$ cat config.mk
export PLATFORM = sky130hd
export DESIGN_NAME = pmu_sampler
export DESIGN_NICKNAME = d
export VERILOG_FILES = /design/src/rtl/pmu_pkg.sv /design/src/rtl/pmu_sample_fifo.sv /design/src/rtl/pmu_sampler.sv
export SDC_FILE = /design/constraint.sdc
export NUM_CORES = 2
export LEC_CHECK = 0
export ABC_AREA = 1
export BUFFER_PORTS_ARGS = -buffer_cell sky130_fd_sc_hd__clkbuf_2
export CAP_MARGIN = 20
export CELL_PAD_IN_SITES_DETAIL_PLACEMENT = 1
export CELL_PAD_IN_SITES_GLOBAL_PLACEMENT = 2
export CORE_MARGIN = 2
export CORE_UTILIZATION = 30
export DETAILED_ROUTE_END_ITERATION = 10
export PLACE_DENSITY_LB_ADDON = 0.1
export SYNTH_ARGS = -nofsm -noshare
export SYNTH_HDL_FRONTEND = slang
export SYNTH_SLANG_ARGS = --single-unit
export TNS_END_PERCENT = 20
$ cat constraint.sdc
create_clock -name clk -period 4.27 [get_ports clk]
set_input_delay 0.6405 -clock clk [delete_from_list [all_inputs] [get_ports clk]]
set_output_delay 0.6405 -clock clk [all_outputs]
set_load 0.03 [all_outputs]
$ cat src/rtl/pmu_pkg.sv
// Shared types and helpers for the dTLB PMU sampler: sample record, FSM states,
// and the saturating delta narrowing used when building a sample.
package pmu_pkg;

  localparam int CNT_W    = 64;
  localparam int DELTA_W  = 32;
  localparam int PERIOD_W = 16;
  localparam int SEQ_W    = 8;

  typedef struct packed {
    logic [DELTA_W-1:0] hit;
    logic [DELTA_W-1:0] miss;
    logic [DELTA_W-1:0] pref;
    logic [SEQ_W-1:0]   seq;
  } pmu_sample_t;

  typedef enum logic {
    IDLE = 1'b0,
    RUN  = 1'b1
  } pmu_state_t;

  // Any set bit above the delta width means the window overflowed the field.
  function automatic logic [DELTA_W-1:0] sat_trunc(input logic [CNT_W-1:0] val);
    if (|val[CNT_W-1:DELTA_W]) begin
      return {DELTA_W{1'b1}};
    end
    return val[DELTA_W-1:0];
  endfunction

endpackage

$ cat src/rtl/pmu_sample_fifo.sv
// Small synchronous FIFO of PMU samples; a push into a full FIFO is still
// accepted when a pop happens in the same cycle.
module pmu_sample_fifo #(
  parameter int DEPTH = 4,
  localparam int AW   = $clog2(DEPTH)
) (
  input  logic                 clk,
  input  logic                 rst_n,
  input  logic                 push,
  input  pmu_pkg::pmu_sample_t push_data,
  input  logic                 pop,
  output pmu_pkg::pmu_sample_t pop_data,
  output logic                 full,
  output logic                 empty,
  output logic [AW:0]          level
);
  import pmu_pkg::*;

  pmu_sample_t     mem_reg [DEPTH];
  logic [AW-1:0]   wr_ptr_reg;
  logic [AW-1:0]   rd_ptr_reg;
  logic [AW:0]     count_reg;
  logic            do_push;
  logic            do_pop;

  assign empty   = (count_reg == '0);
  assign full    = (count_reg == (AW+1)'(DEPTH));
  assign do_pop  = pop && !empty;
  assign do_push = push && (!full || do_pop);

  // Storage is cleared on reset so the head reads zero while the FIFO is empty.
  always_ff @(posedge clk or negedge rst_n) begin
    if (!rst_n) begin
      for (int i = 0; i < DEPTH; i++) begin
        mem_reg[i] <= '0;
      end
    end else if (do_push) begin
      mem_reg[wr_ptr_reg] <= push_data;
    end
  end

  always_ff @(posedge clk or negedge rst_n) begin
    if (!rst_n) begin
      wr_ptr_reg <= '0;
      rd_ptr_reg <= '0;
      count_reg  <= '0;
    end else begin
      if (do_push) begin
        wr_ptr_reg <= wr_ptr_reg + AW'(1);
      end
      if (do_pop) begin
        rd_ptr_reg <= rd_ptr_reg + AW'(1);
      end
      case ({do_push, do_pop})
        2'b10:   count_reg <= count_reg + (AW+1)'(1);
        2'b01:   count_reg <= count_reg - (AW+1)'(1);
        default: count_reg <= count_reg;
      endcase
    end
  end

  assign pop_data = mem_reg[rd_ptr_reg];
  assign level    = count_reg;

endmodule

$ cat src/rtl/pmu_sampler.sv
// Periodically snapshots the dTLB hit/miss/prefetch counters and streams the
// saturated per-interval deltas, tagged with a sequence number, out of a FIFO.
module pmu_sampler #(
  parameter int CNT_W      = pmu_pkg::CNT_W,
  parameter int DELTA_W    = pmu_pkg::DELTA_W,
  parameter int PERIOD_W   = pmu_pkg::PERIOD_W,
  parameter int FIFO_DEPTH = 4
) (
  input  logic                          clk,
  input  logic                          rst_n,
  input  logic                          enable,
  input  logic [PERIOD_W-1:0]           period,
  input  logic [CNT_W-1:0]              hit_cnt,
  input  logic [CNT_W-1:0]              miss_cnt,
  input  logic [CNT_W-1:0]              pref_cnt,
  output logic                          sample_valid,
  input  logic                          sample_ready,
  output logic [DELTA_W-1:0]            sample_hit,
  output logic [DELTA_W-1:0]            sample_miss,
  output logic [DELTA_W-1:0]            sample_pref,
  output logic [7:0]                    sample_seq,
  output logic [15:0]                   drop_cnt,
  output logic [$clog2(FIFO_DEPTH):0]   fifo_level
);
  import pmu_pkg::*;

  pmu_state_t          state_reg, state_next;
  logic [PERIOD_W-1:0] timer_reg, timer_next;
  logic [CNT_W-1:0]    last_hit_reg, last_miss_reg, last_pref_reg;
  logic [7:0]          seq_reg;
  logic [15:0]         drop_reg;

  logic        run_ok;
  logic        snap;
  logic        capture;
  logic        pop;
  logic        fifo_full;
  logic        fifo_empty;
  pmu_sample_t push_data;
  pmu_sample_t head;

  assign run_ok = enable && (period != '0);

  // While idle the baseline tracks the live counters, so a new window always
  // starts from the values seen on the cycle before the first RUN cycle.
  always_comb begin
    state_next = state_reg;
    timer_next = timer_reg;
    snap       = 1'b0;
    capture    = 1'b0;
    case (state_reg)
      IDLE: begin
        snap       = 1'b1;
        timer_next = period - PERIOD_W'(1);
        if (run_ok) begin
          state_next = RUN;
        end
      end
      RUN: begin
        if (!run_ok) begin
          state_next = IDLE;
        end else if (timer_reg == '0) begin
          capture    = 1'b1;
          timer_next = period - PERIOD_W'(1);
        end else begin
          timer_next = timer_reg - PERIOD_W'(1);
        end
      end
      default: begin
        state_next = IDLE;
      end
    endcase
  end

  always_ff @(posedge clk or negedge rst_n) begin
    if (!rst_n) begin
      state_reg     <= IDLE;
      timer_reg     <= '0;
      last_hit_reg  <= '0;
      last_miss_reg <= '0;
      last_pref_reg <= '0;
      seq_reg       <= '0;
      drop_reg      <= '0;
    end else begin
      state_reg <= state_next;
      timer_reg <= timer_next;
      if (snap || capture) begin
        last_hit_reg  <= hit_cnt;
        last_miss_reg <= miss_cnt;
        last_pref_reg <= pref_cnt;
      end
      if (capture) begin
        seq_reg <= seq_reg + 8'd1;
      end
      // A capture that finds the FIFO full with no pop is lost but still consumes a seq.
      if (capture && fifo_full && !pop && (drop_reg != 16'hFFFF)) begin
        drop_reg <= drop_reg + 16'd1;
      end
    end
  end

  // Modular subtraction makes a counter wrap inside the window come out small.
  always_comb begin
    push_data      = '0;
    push_data.hit  = sat_trunc(hit_cnt  - last_hit_reg);
    push_data.miss = sat_trunc(miss_cnt - last_miss_reg);
    push_data.pref = sat_trunc(pref_cnt - last_pref_reg);
    push_data.seq  = seq_reg;
  end

  assign pop = !fifo_empty && sample_ready;

  pmu_sample_fifo #(
    .DEPTH (FIFO_DEPTH)
  ) u_fifo (
    .clk       (clk),
    .rst_n     (rst_n),
    .push      (capture),
    .push_data (push_data),
    .pop       (pop),
    .pop_data  (head),
    .full      (fifo_full),
    .empty     (fifo_empty),
    .level     (fifo_level)
  );

  assign sample_valid = !fifo_empty;
  assign sample_hit   = head.hit;
  assign sample_miss  = head.miss;
  assign sample_pref  = head.pref;
  assign sample_seq   = head.seq;
  assign drop_cnt     = drop_reg;

endmodule
==> impl_metrics.toml <==
[outcome]
status = "finished clean"

[synth]
synth.distinct_cells = 49
synthArstFlopShare = 1.00
synth_nets = 7936
synth_top_area_frac = 0.337
syn_avg_cell_area_um2 = 6.48
synth_area_leader_cell = "dfrtp_1"
synth_seq_cells = 656
syn-instance-count = 7523
yosysWarningCount = 0
ys_seq_area_frac = 0.337
ys.flop_type = "dfrtp_1"
syn_area_um2 = 48800
synth.area.top_cells = "dfrtp_1 (34%), nand2_1 (25%), inv_1 (9.1%), ha_1 (5.1%), o21ai_0 (5.0%)"
synth_edf_count = 0

[routing]
drt_pass1_iterations = 5
ant_nets = 0
drtIter0Drc = 2550
drc = 0
viasPerCell = 4.66
routed_wirelength_um = 190000
wl_per_cell_um = 18.9
vias = 46693

[job]
cap_violations = 0

[final_layout]
regArea_um2 = 16400
multiInputGateArea_um2 = 26500
layout.nets = 8209
area_growth_syn_to_layout_pct = 14.5
instances_no_fill = 10027
final_area_um2 = 55800
fin_util = 0.347
largest_reg_flops = 416
layout-drive-gt1-share = 0.105
nFillCells = 20644

[power]
power_mw = 25.7
power_density_nw_per_um2 = 460
ir_drop_mv = 0.560
leakage_nw = 31.1

[global_routing]
antenna_found_initial = 15
grt_pass1_vias = 48394
grt_overflow = 0
grtUsageTotal = 0.228
grt_pass1_wl_um = 294000
grt_max_degree = 138

[critical_path]
worstSetupEndpointType = "register"
critPathMaxFanout = 11
ff2ff_path_depth = 18
rr_startpoint = "last_hit_reg[46]"
criticalPathCategory = "register to register"
r2r-end = "u_fifo.mem_reg[103]"
required_ns = 4.90
r2r_slack_ns = 0.62
critical_path_arrival_ns = 4.28
cp-start-kind = "register"

[clock_network]
cts.reportedPaths.clkPinSlew_ns = 0.06
root_buffer = "clkbuf_16"
cts_buffers = 87
clock_path_buffers = 3
ctsResizeCount = 0
clk-insertion-delay-late_ns = 0.74
clkSinkCount = 656
cts_tree = "yes"
htree_num_levels = 3

[placement]
finalWeightedCongestion = 0.856
place_area_um2 = 52900
dp_cells = 9866
dp_hpwl_um = 144000
numPortBuffers = 335

[timing]
fmax_ghz = 0.274
fin_crit_ns = 3.65
slew_viol_final = 0
fin_crit_sh = 0.855
relSlewSlack = 0.378
finalSetupTns_ns = 0
finClkSkew_ns = 0.0500
worst_pin_slew_ns = 0.927
rsz0062_at_grt = "false"
setup_violations = 0
hold_viol = 0

[die]
coreArea_um2 = 161000
die_area_um2 = 166000
die_x_um = 407
die_y_um = 407
start_util = 0.303
io_pins = 336
rows = 147

[min_path]
min_from = "pref_cnt[30]"
min_to = "last_pref_reg[30]"
holdPathStages = 3
min_path_type = "primary input to register"
## final cells by class
class	count	area share
Inverter	1222	0.0825
Timing Repair Buffer	405	0.0482
Sequential cell	656	0.294
Antenna cell	3	0.000134
Clock buffer	125	0.0448
Clock inverter	32	0.00775
Tap cell	2160	0.0484
Multi-Input combinational cell	5424	0.474
## cell usage in the layout, fill, tap and decap left out, types with 5 or more instances in the layout
cell and n:
clkbuf_8 18, nand3_2 15, nand2_1 3230, inv_4 5
clkbuf_2 334, o22ai_1 104, nor2_2 60, nor3_2 14
inv_2 36, o21ai_2 6, clkinvlp_4 5, nor2_8 6
clkbuf_1 20, nor4_1 13, ha_1 197, xnor2_1 90
clkinv_2 12, nor4_2 5, o21ai_0 489, inv_1 1178
nand3_4 92, and2_1 13, nand3b_1 36, clkbuf_16 87
a21oi_1 155, dfrtp_1 654, o21ai_1 8, bufinv_16 5
nor2_1 541, buf_12 38, nor3_1 38, nand3_1 155
nand4_1 43, o21bai_1 15, buf_4 31, xor2_1 42
nand2_2 29
## through the flow
step           hold slack (ns)  setup WS [ns]
3_3_place_gp             0.456          0.267
2_1_floorplan            0.345           1.24
5_1_grt                  0.112          0.253
6_report                 0.134          0.618
4_1_cts                 0.0679          0.492
3_5_place_dp             0.460          0.257
## kinds of logic after synthesis
| group | after synthesis | share of synthesized area |
|---|---|---|
| buf+inv | 1443 | 0.121 |
| xor+xnor | 132 | 0.0237 |
| flops | 656 | 0.337 |
| simple gates | 4306 | 0.382 |
| fa+ha+maj | 201 | 0.0522 |
| compound gates | 785 | 0.0850 |
## per-layer routing
layer	vias to the layer above	wire length, um	GRT usage
met2	671	86400	0.374
met4	6	4720	0.0558
met1	22336	91800	0.315
li1	23495	-	-
met5	-	44	0
met3	185	6670	0.0298
## cell usage after synthesis (60+ instances only)
cell      count
clkbuf_1     80
ha_1        197
o21ai_0     489
buf_2        85
a21oi_1     155
nand3_1     155
nor2_1      541
xnor2_1      90
nor2_2       60
dfrtp_1     656
inv_1      1180
nand2_1    3230
nand3_4      92
o22ai_1     104
## worst max-delay path: stages, from the launching register on
cell and delay, ns:
dfrtp_1 0.32, inv_1 0.06, ha_1 0.47, nand2_1 0.16
nor2_1 0.16, inv_1 0.10, nor2_1 0.31, nor3b_2 0.36
a21oi_1 0.21, nand2_1 0.11, nand2_1 0.05, nand2_1 0.08
nand2_1 0.06, nor2_1 0.12, nand2_2 0.10, nor2_8 0.37
nand3_1 0.31, nand2_1 0.14, nand2_1 0.05
## how the worst max path moves through the flow
| stage | from | end | slack [ns] | cells past startpoint |
|---|---|---|---|---|
| finish | last_hit_reg[46] | u_fifo.mem_reg[103] | 0.62 | 18 |
| global route | timer_reg[0] | last_hit_reg[7] | 0.25 | 15 |
| CTS | u_fifo.rd_ptr_reg[0] | sample_hit[27] | 0.49 | 5 |
| detailed placement | hit_cnt[0] | u_fifo.mem_reg[72] | 0.26 | 20 |
| global placement | hit_cnt[0] | u_fifo.mem_reg[72] | 0.27 | 20 |
| floorplan | hit_cnt[0] | u_fifo.mem_reg[186] | 1.24 | 20 |
## repair_timing
| action | 4_1_cts | 5_1_grt |
|---|---|---|
| hold buffers | 1 | 0 |
| buffers inserted | 0 | 0 |
| endpoints found under the hold margin | 62 | 0 |
## where the power goes
part | switching (mW) | internal, mW
Clock | 3.16 | 4.41
Sequential | 0.124 | 6.49
Combinational | 8.50 | 3.01
Total | 11.8 | 13.9
Power figures use the tool's default switching activity.
